### config.mk
export PLATFORM = sky130hd
export DESIGN_NAME = div_arbiter
export DESIGN_NICKNAME = d
export VERILOG_FILES = /design/src/rtl/div_arb_pkg.sv /design/src/rtl/div_arbiter_rr_pick.sv /design/src/rtl/div_arbiter.sv
export SDC_FILE = /design/constraint.sdc
export NUM_CORES = 1
export LEC_CHECK = 0
export BUFFER_PORTS_ARGS = -buffer_cell sky130_fd_sc_hd__clkbuf_2
export CAP_MARGIN = 10
export CORE_AREA = 2 2 157 159
export CTS_CLUSTER_SIZE = 20
export DETAILED_ROUTE_END_ITERATION = 10
export DIE_AREA = 0 0 159 161
export GPL_TIMING_DRIVEN = 0
export SLEW_MARGIN = 10
export SYNTH_ARGS = -nofsm -noshare
export SYNTH_HDL_FRONTEND = slang
export SYNTH_SLANG_ARGS = --single-unit
export TNS_END_PERCENT = 20
### constraint.sdc
create_clock -name clk -period 3 [get_ports clk]
set_input_delay 0.15 -clock clk [delete_from_list [all_inputs] [get_ports clk]]
set_output_delay 0.15 -clock clk [all_outputs]
set_load 0.005 [all_outputs]
### src/rtl/div_arb_pkg.sv
// Shared types and constants for the divider arbiter: state encoding, Q16.16 saturation values, defaults.
// Pure declarations; no latency or backpressure of its own.
package div_arb_pkg;

    typedef enum logic [1:0] {
        FLUSH = 2'd0,
        IDLE  = 2'd1,
        WAIT  = 2'd2,
        ZRESP = 2'd3
    } arb_state_t;

    localparam logic [31:0] QMAX = 32'h7FFF_FFFF;
    localparam logic [31:0] QMIN = 32'h8000_0000;

    localparam int DEF_NREQ         = 4;
    localparam int DEF_FLUSH_CYCLES = 40;

endpackage

### src/rtl/div_arbiter_rr_pick.sv
// Round-robin picker: first requester at or after ptr, wrapping modulo NREQ.
// Purely combinational (zero latency); no backpressure.
module rr_pick #(
    parameter  int NREQ = 4,
    localparam int PW   = (NREQ > 1) ? $clog2(NREQ) : 1
) (
    input  logic [NREQ-1:0] req,
    input  logic [PW-1:0]   ptr,
    output logic [PW-1:0]   winner,
    output logic            any
);

    // Scan from lowest priority to highest so the last hit is the winner.
    always_comb begin
        winner = '0;
        any    = 1'b0;
        for (int k = NREQ - 1; k >= 0; k--) begin : scan
            logic [PW-1:0] j;
            j = PW'((int'(ptr) + k) % NREQ);
            if (req[j]) begin
                winner = j;
                any    = 1'b1;
            end
        end
    end

endmodule

### src/rtl/div_arbiter.sv
// Round-robin front end sharing one iterative Q16.16 divider; DIV_ARBITER_ZERO_BYPASS_EN answers d==0 locally.
// Latency: ack one cycle after req is sampled, rsp_valid one cycle after div_done; req is ignored while busy.
module div_arbiter
    import div_arb_pkg::*;
#(
    parameter int NREQ         = DEF_NREQ,
    parameter int W            = 32,
    parameter int FLUSH_CYCLES = DEF_FLUSH_CYCLES
) (
    input  logic              clk,
    input  logic              rst,
    input  logic [NREQ-1:0]   req,
    input  logic [NREQ*W-1:0] n_in,
    input  logic [NREQ*W-1:0] d_in,
    output logic [NREQ-1:0]   ack,
    output logic [NREQ-1:0]   rsp_valid,
    output logic [W-1:0]      rsp_q,
    output logic              rsp_dz,
    output logic              busy,
    output logic              div_start,
    output logic [W-1:0]      div_n,
    output logic [W-1:0]      div_d,
    input  logic [W-1:0]      div_q,
    input  logic              div_done
);

    localparam int PW = (NREQ > 1) ? $clog2(NREQ) : 1;
    localparam int CW = $clog2(FLUSH_CYCLES + 1);
    localparam logic [NREQ-1:0] ONE = NREQ'(1);

    arb_state_t    state;
    logic [PW-1:0] ptr;
    logic [PW-1:0] idx;
    logic [PW-1:0] win;
    logic          any;
    logic [CW-1:0] flush_cnt;
    logic [W-1:0]  win_n;
    logic [W-1:0]  win_d;

    rr_pick #(.NREQ(NREQ)) u_pick (
        .req    (req),
        .ptr    (ptr),
        .winner (win),
        .any    (any)
    );

    assign win_n = n_in[win*W +: W];
    assign win_d = d_in[win*W +: W];
    assign busy  = (state != IDLE);

    always_ff @(posedge clk or posedge rst) begin
        if (rst) begin
            state     <= FLUSH;
            ptr       <= '0;
            idx       <= '0;
            flush_cnt <= '0;
            ack       <= '0;
            rsp_valid <= '0;
            rsp_q     <= '0;
            rsp_dz    <= 1'b0;
            div_start <= 1'b0;
            div_n     <= '0;
            div_d     <= '0;
        end else begin
            ack       <= '0;
            rsp_valid <= '0;
            div_start <= 1'b0;
            case (state)
                // The divider has no reset, so a done pulse from before reset must drain here.
                FLUSH: begin
                    flush_cnt <= flush_cnt + 1'b1;
                    if (flush_cnt == CW'(FLUSH_CYCLES - 1)) state <= IDLE;
                end
                IDLE: begin
                    if (any) begin
                        ack   <= ONE << win;
                        idx   <= win;
                        div_n <= win_n;
                        div_d <= win_d;
                        ptr   <= (win == PW'(NREQ - 1)) ? '0 : win + 1'b1;
`ifdef DIV_ARBITER_ZERO_BYPASS_EN
                        if (win_d == '0) begin
                            state <= ZRESP;
                        end else begin
                            div_start <= 1'b1;
                            state     <= WAIT;
                        end
`else
                        div_start <= 1'b1;
                        state     <= WAIT;
`endif
                    end
                end
                WAIT: begin
                    if (div_done) begin
                        rsp_q     <= div_q;
                        rsp_dz    <= 1'b0;
                        rsp_valid <= ONE << idx;
                        state     <= IDLE;
                    end
                end
`ifdef DIV_ARBITER_ZERO_BYPASS_EN
                ZRESP: begin
                    rsp_q     <= div_n[W-1] ? W'(QMIN) : W'(QMAX);
                    rsp_dz    <= 1'b1;
                    rsp_valid <= ONE << idx;
                    state     <= IDLE;
                end
`endif
                default: state <= FLUSH;
            endcase
        end
    end

endmodule

==> summary.md, run 1 <==
| Metric | Value |
|---|---|
| Area Overhead vs Synth | 52.3% |
| List of most frequent post-synthesis cells | nand2_1, dfrtp_1, o21ai_0, a21o_1, mux2i_1 |
| Critical Path RT | 3.30 ns |
| Post-synth top flop | dfrtp_1 |
| Core area | 24,000 sq um |
| Adder-cell share of the synthesized area | 0.00386 |
| Gate Count Post-Synth | 723 |
| Dpl hpwl | 20,400 um |
| Setup slack, reg-to-reg | 0.63 ns |
| Worst slew margin | 0.328 |
| Number of global-route vias before repair | 7,458 |
| Worst EP arrival | 2.67 ns |
| Total number of vias | 7,130 |
| Layout Nets | 1,475 |
| RSZ-0062 raised after global routing | no |
| Family with the most delay on the worst path | buffers and inverters |
| Startpoint Class | register |
| Total power | 8060 uW |
| IO Count | 402 |
| Place WS | 0.580 ns |
| Post-synth EDFFs | 0 |
| Total congestion overflow | 0 |
| Fmax | 422 MHz |
| Compound-Gate Fraction of Synth Area | 0.212 |
| Register area share after synthesis | 0.451 |
| Final hold violations | 0 |
| Cell Area, Placed | 8960 sq um |
| R2R depth | 9 |
| PortBufs | 400 |
| Largest stage delay, worst path | 0.48 ns |
| Max-cap viol count | 0 |
| Cell mode on critical path | nand2_1 |
| FF+latch count, synth | 117 |
| Synth area leaders | dfrtp_1, mux2i_1, nand2_1, a21o_1, o211ai_1 |
| CP endpoint kind | register |
| Final GP Congestion | 0.849 |
| CTS sink cnt | 117 |
| DRC | 0 |
| CTS tree | yes |
| Die W | 159 um |
| Simple logic cell fraction of the synthesized area | 0.171 |
| Drt wl/cell | 17.8 um |
| Hold Buf Count CTS | 33 |
| Unique cell type count in the Yosys netlist | 40 |
| Main combinational cell family by area after synthesis | compound AO/OA/AOI/OAI gates |
| Antenna violations before repair | 2 |
| Buf+Inv Stages, Crit Path | 4 |
| VDD IR max | 0.288 mV |
| Via-to-Cell Ratio | 4.70 |
| Xor-xnor portion of the synthesized cell area | 0.00675 |
| Setup CP Type | reg2reg |
| Sequence of cells on the critical path | buf_2, or3b_2, nand2_1, buf_4, buf_6, inv_1, ha_1, nand2_1, nand2_1 |
| Worst hold path type | in2reg |
| Die Y | 161 um |
| Post-synthesis mux area share | 0.102 |
| CP endpoint | ptr[1] |
| Slew @ Worst Pin | 1.00 ns |
| Fin crit share | 0.790 |
| Final setup viols | 0 |
| Post-layout worst setup margin | 0.630 ns |
| Max-slew violations | 0 |
| Share of cells above drive strength 1 | 0.391 |
| Critical path depth | 9 |
| Synth top area share | 0.451 |
| Cells resized by post-CTS repair | 0 |
| Clock Latency Late Sink | 0.42 ns |
| Yosys warns | 0 |
| Clock tree buffer depth | 2 |
| Detailed Route WL | 27,000 um |
| Total track usage | 0.208 |
| Leakage | 0.00515 uW |
| Clock Skew | 0.0122 ns |
| Asr flop ratio synth | 1.00 |
| Crit path launch | ptr[1] |
| Net Count, Synth | 1,020 |
| Clock period minus worst slack | 2.37 ns |
| Synthesized area | 6490 sq um |
| Setup_tns | 0 ns |
| Status | complete, no violations |
| Remaining antenna violation count | 0 |
| Crit Reg-Reg Endpoint | ptr[1] |
| Row count | 57 |
| Starting Density | 0.271 |
| Crit Path Max Fanout | 10 |
| Syn avg cell area | 8.97 sq um |
| Top-count cell post-synth | nand2_1 |
| Initial DRT Pass Iterations | 4 |
| H-tree depth | 4 |
| Die area | 25,600 sq um |
| Power Density | 815 nW/um^2 |
| Setup repair bufs after CTS | 0 |
| CTS buffer count | 17 |
| Critical-path top delay cell | or3b_2 |
| Clk pin slew, worst setup/hold paths | 0.07 ns |
| Finished layout cell area | 9880 sq um |
| Hold_sp | n_in[42] |
| Worst R2R Start | ptr[1] |
| WHS | 0.0449 ns |
| First-pass GRT wire length | 41,600 um |
| Pin count of the biggest net entering global routing | 38 |
| Initial drt markers | 337 |
| Root Driver | clkbuf_16 |
| Area leader, netlist | dfrtp_1 |
cells by family (layout without fill, tap and decap cells):
family	after synthesis	after routing
buffers and inverters	67	535
XOR/XNOR	5	5
multiplexers	66	66
flip-flops	117	117
adder cells (fa/ha/maj)	2	2
AO/OA/AOI/OAI	205	205
other	1	3
AND/OR/NAND/NOR	260	260
cells in the final DEF (no fill, tap or decap), drive strengths merged, types with 12 or more instances in the layout:
cell / instances
dlygate4sd3: 33
dfrtp: 117
buf: 28
clkbuf: 455
o21ai: 67
a21o: 65
mux2i: 65
nand3: 64
nand2: 172
o211ai: 65
inv: 12
state kept, by name, summed over array words and instances, names as in the netlist:
register / cells
div_d: 32
div_n: 32
rsp_q: 32
flush_cnt: 6
ack: 4
rsp_valid: 4
idx: 2
ptr: 2
state: 2
div_start: 1
through the flow:
stage	utilization	cells
after detailed placement	0.374	1450
after global routing	0.412	1517
after CTS	0.412	1515
after floorplan	-	723
final	0.412	1517
after global placement	0.371	1447
report_power, final:
group,leakage [uW],internal [uW],total (uW),switching (uW)
logic,0.00341,1450,3270,1820
registers,0.00147,2300,2740,444
clock network,0.000278,1180,2050,872
per-layer routing:
layer	vias to the layer above	global-route usage	share of wire
met4	0	0.0744	0.022
met1	3295	0.253	0.42
met2	328	0.365	0.49
li1	3463	-	-
met5	-	0	0
met3	44	0.0460	0.064
how the worst min path moves through the flow:
stage | endpoint | slack, ns | cells past startpoint
2_1_floorplan | rsp_q[0] | 0.26 | 2
3_3_place_gp | rsp_q[25] | 0.35 | 3
3_5_place_dp | rsp_q[24] | 0.19 | 2
4_1_cts | div_n[10] | 0.03 | 3
5_1_grt | div_n[10] | 0.05 | 3
6_report | div_n[10] | 0.04 | 3
tightest hold or removal path, cell delays in order:
cell and delay (ns):
clkbuf_2 0.07, mux2i_1 0.05, o211ai_1 0.14
layout make-up:
| class | count | area, sq um |
|---|---|---|
| fillers | 2460 | 14100 |
| multi-input cells | 539 | 3220 |
| flip-flops and latches | 117 | 2930 |
| repair buffers | 436 | 2390 |
| clock buffers | 17 | 425 |
| well taps | 324 | 405 |
| plain buffers | 63 | 327 |
| clock inverters | 15 | 156 |
| inverters | 4 | 18.8 |
| diodes | 2 | 5.00 |
(Power assumes the default switching activity.)
==> run 2: changes to the inputs <==
- clock period: 3 -> 2.5 ns (I/O delays scaled with it)
==> run 2 against run 1 <==
Against the previous run:
- total power rose by 20%
- worst hold slack got worse by 0.023 ns
- wire length is essentially flat
- cell count unchanged
- critical path type unchanged
- largest power group unchanged
==> summary.md, run 2 (synthesis results as in run 1) <==
| Metric | Value |
|---|---|
| Fin crit share | 0.924 (+0.134) |
| Leakage | 0.00516 uW (+0.18%) |
| Dpl hpwl | 20,400 um (unchanged) |
| Final hold violations | 0 (unchanged) |
| WHS | 0.0221 ns (-0.0228 ns) |
| Sequential Power Share | 0.340 (about the same) |
| Grt met3 use | 0.0460 (unchanged) |
| Hold_sp | n_in[53] |
| DP Cell Count | 1,450 (unchanged) |
| Setup slack, reg-to-reg | 0.19 ns (-0.44 ns) |
| Clock period minus worst slack | 2.31 ns (-0.0612 ns) |
| Setup CP Type | reg2reg |
| Crit Reg-Reg Endpoint | div_d[0] |
| Cell Area, Placed | 8960 sq um (unchanged) |
| Antenna violations before repair | 2 (unchanged) |
| Slew @ Worst Pin | 0.789 ns (-0.215 ns) |
| Initial DRT Pass Iterations | 5 (+1) |
| Max-cap viol count | 0 (unchanged) |
| GRT busiest layer | met2 |
| IO Count | 402 (unchanged) |
| Max-slew violations | 0 (unchanged) |
| Hold path endpoint | div_n[21] |
| P_sw | 3770 uW (+20%) |
| Sw Share | 0.389 (about the same) |
| Final GP Congestion | 0.849 (unchanged) |
| H-tree depth | 4 (unchanged) |
| Non-filler instance count after layout | 1,517 (unchanged) |
| Clock tree buffer depth | 2 (unchanged) |
| First-pass GRT wire length | 41,600 um (unchanged) |
| PortBufs | 400 (unchanged) |
| Number of global-route vias before repair | 7,458 (unchanged) |
| Remaining antenna violation count | 0 (unchanged) |
| Power Density | 979 nW/um^2 (+20%) |
| Total track usage | 0.208 (unchanged) |
| CTS buffer count | 17 (unchanged) |
| Final setup viols | 0 (unchanged) |
| Worst EP arrival | 2.58 ns (-0.09 ns) |
| Clock Skew | 0.0213 ns (+0.00916 ns) |
| Starting Density | 0.271 (unchanged) |
| Power Internal | 5920 uW (+20%) |
| CTS tree | yes |
| Setup_tns | 0 ns (unchanged) |
| FF+latch area | 2930 sq um (unchanged) |
| Status | complete, no violations |
| Clock Latency Late Sink | 0.42 ns (about the same) |
| Die area | 25,600 sq um (unchanged) |
| CTS sink cnt | 117 (unchanged) |
| Commonest non-fill, non-tap cell in the layout | clkbuf_2 |
| Multi-input gate area | 3230 sq um (+0.19%) |
| Hold Crit Depth | 3 (unchanged) |
| Commonest non-fill, non-tap cells in the layout | clkbuf_2, nand2_1, dfrtp_1, o21ai_0 |
| Met2 Track Usage GR | 0.365 (unchanged) |
| Layout Nets | 1,475 (unchanged) |
| Total congestion overflow | 0 (unchanged) |
| Worst slew margin | 0.474 (+0.146) |
| Row count | 57 (unchanged) |
| Clock network power share | 0.254 (about the same) |
| Clk pin slew, worst setup/hold paths | 0.06 ns (about the same) |
| Drt wl/cell | 17.8 um (about the same) |
| Pin count of the biggest net entering global routing | 38 (unchanged) |
| Gate power share | 0.406 (about the same) |
| VDD IR max | 0.341 mV (+19%) |
| Area Overhead vs Synth | 52.5% |
| Core area | 24,000 sq um (unchanged) |
| Total number of vias | 7,143 (+0.18%) |
| Finished layout cell area | 9890 sq um (+0.13%) |
| Detailed Route WL | 27,000 um (about the same) |
| R2R depth | 7 (-2) |
| Met1 usage | 0.253 (unchanged) |
| CP endpoint kind | register |
| Die Y | 161 um (unchanged) |
| RSZ-0062 raised after global routing | yes |
| Root Driver | clkbuf_16 |
| Critical Path RT | 2.77 ns (-0.53 ns) |
| DRC | 0 (unchanged) |
| Fmax | 433 MHz (+2.7%) |
| # fillers | 2,456 (-0.16%) |
| Initial drt markers | 340 (+0.89%) |
| Largest registers | div_d x32, div_n x32, rsp_q x32 |
| Crit Path Max Fanout | 10 (unchanged) |
| Worst R2R Start | ptr[1] |
| Share of cells above drive strength 1 | 0.393 (+0.00168) |
| Die W | 159 um (unchanged) |
| Worst hold path type | in2reg |
| Startpoint Class | register |
| Via-to-Cell Ratio | 4.71 (+0.18%) |
==> run 2: how the worst max path moves through the flow <==
stage | from | end | slack (ns) | cells after the start
global placement | ptr[1] | div_d[0] | -0.20 | 7
finish | ptr[1] | div_d[0] | 0.19 | 7
CTS | ptr[1] | div_d[0] | 0.06 | 6
global route | ptr[1] | div_d[0] | -0.03 | 7
floorplan | ptr[1] | ptr[1] | 0.52 | 9
detailed placement | ptr[1] | div_d[0] | 0.08 | 6
==> run 2: cell type report <==
| cell class | instances | area share |
|---|---|---|
| multi-input cells | 539 | 0.326 |
| flip-flops and latches | 117 | 0.296 |
| repair buffers | 436 | 0.242 |
| clock buffers | 17 | 0.0430 |
| well taps | 324 | 0.0410 |
| plain buffers | 63 | 0.0336 |
| clock inverters | 15 | 0.0158 |
| inverters | 4 | 0.00190 |
| diodes | 2 | 0.000506 |
==> run 2: what timing repair did <==
action,in CTS,in global routing
hold endpoints to repair,48,0
setup endpoints to repair,0,37
hold buffers,33,0
buffers inserted,0,0
gates resized for setup,0,5
==> run 2: critical path: stages (launching register included) <==
cell and delay [ns]:
dfrtp_1 0.36, buf_2 0.17, or3b_2 0.48, clkbuf_1 0.37, clkbuf_1 0.36, nand3_1 0.16
a21o_1 0.17, o211ai_1 0.11
==> run 2: routing by layer <==
| layer | vias up | part of all wire |
|---|---|---|
| met3 | 39 | 0.067 |
| li1 | 3461 | - |
| met4 | 0 | 0.021 |
| met1 | 3305 | 0.42 |
| met2 | 338 | 0.50 |
| met5 | - | 0 |
==> run 2: metrics by stage <==
stage,setup slack [ns],util,total power [uW]
floorplan,0.524,-,5380
global placement,-0.200,0.371,7140
detailed placement,0.0803,0.374,7230
CTS,0.0625,0.412,9780
global route,-0.0309,0.413,10400
finish,0.191,0.413,9680
==> run 2: power groups by stage <==
stage,registers (uW),clock network [uW],logic (uW)
2_1_floorplan,3290,0,2080
3_3_place_gp,3280,0,3860
3_5_place_dp,3300,0,3930
4_1_cts,3280,2530,3970
5_1_grt,3400,2610,4390
6_report,3290,2460,3930
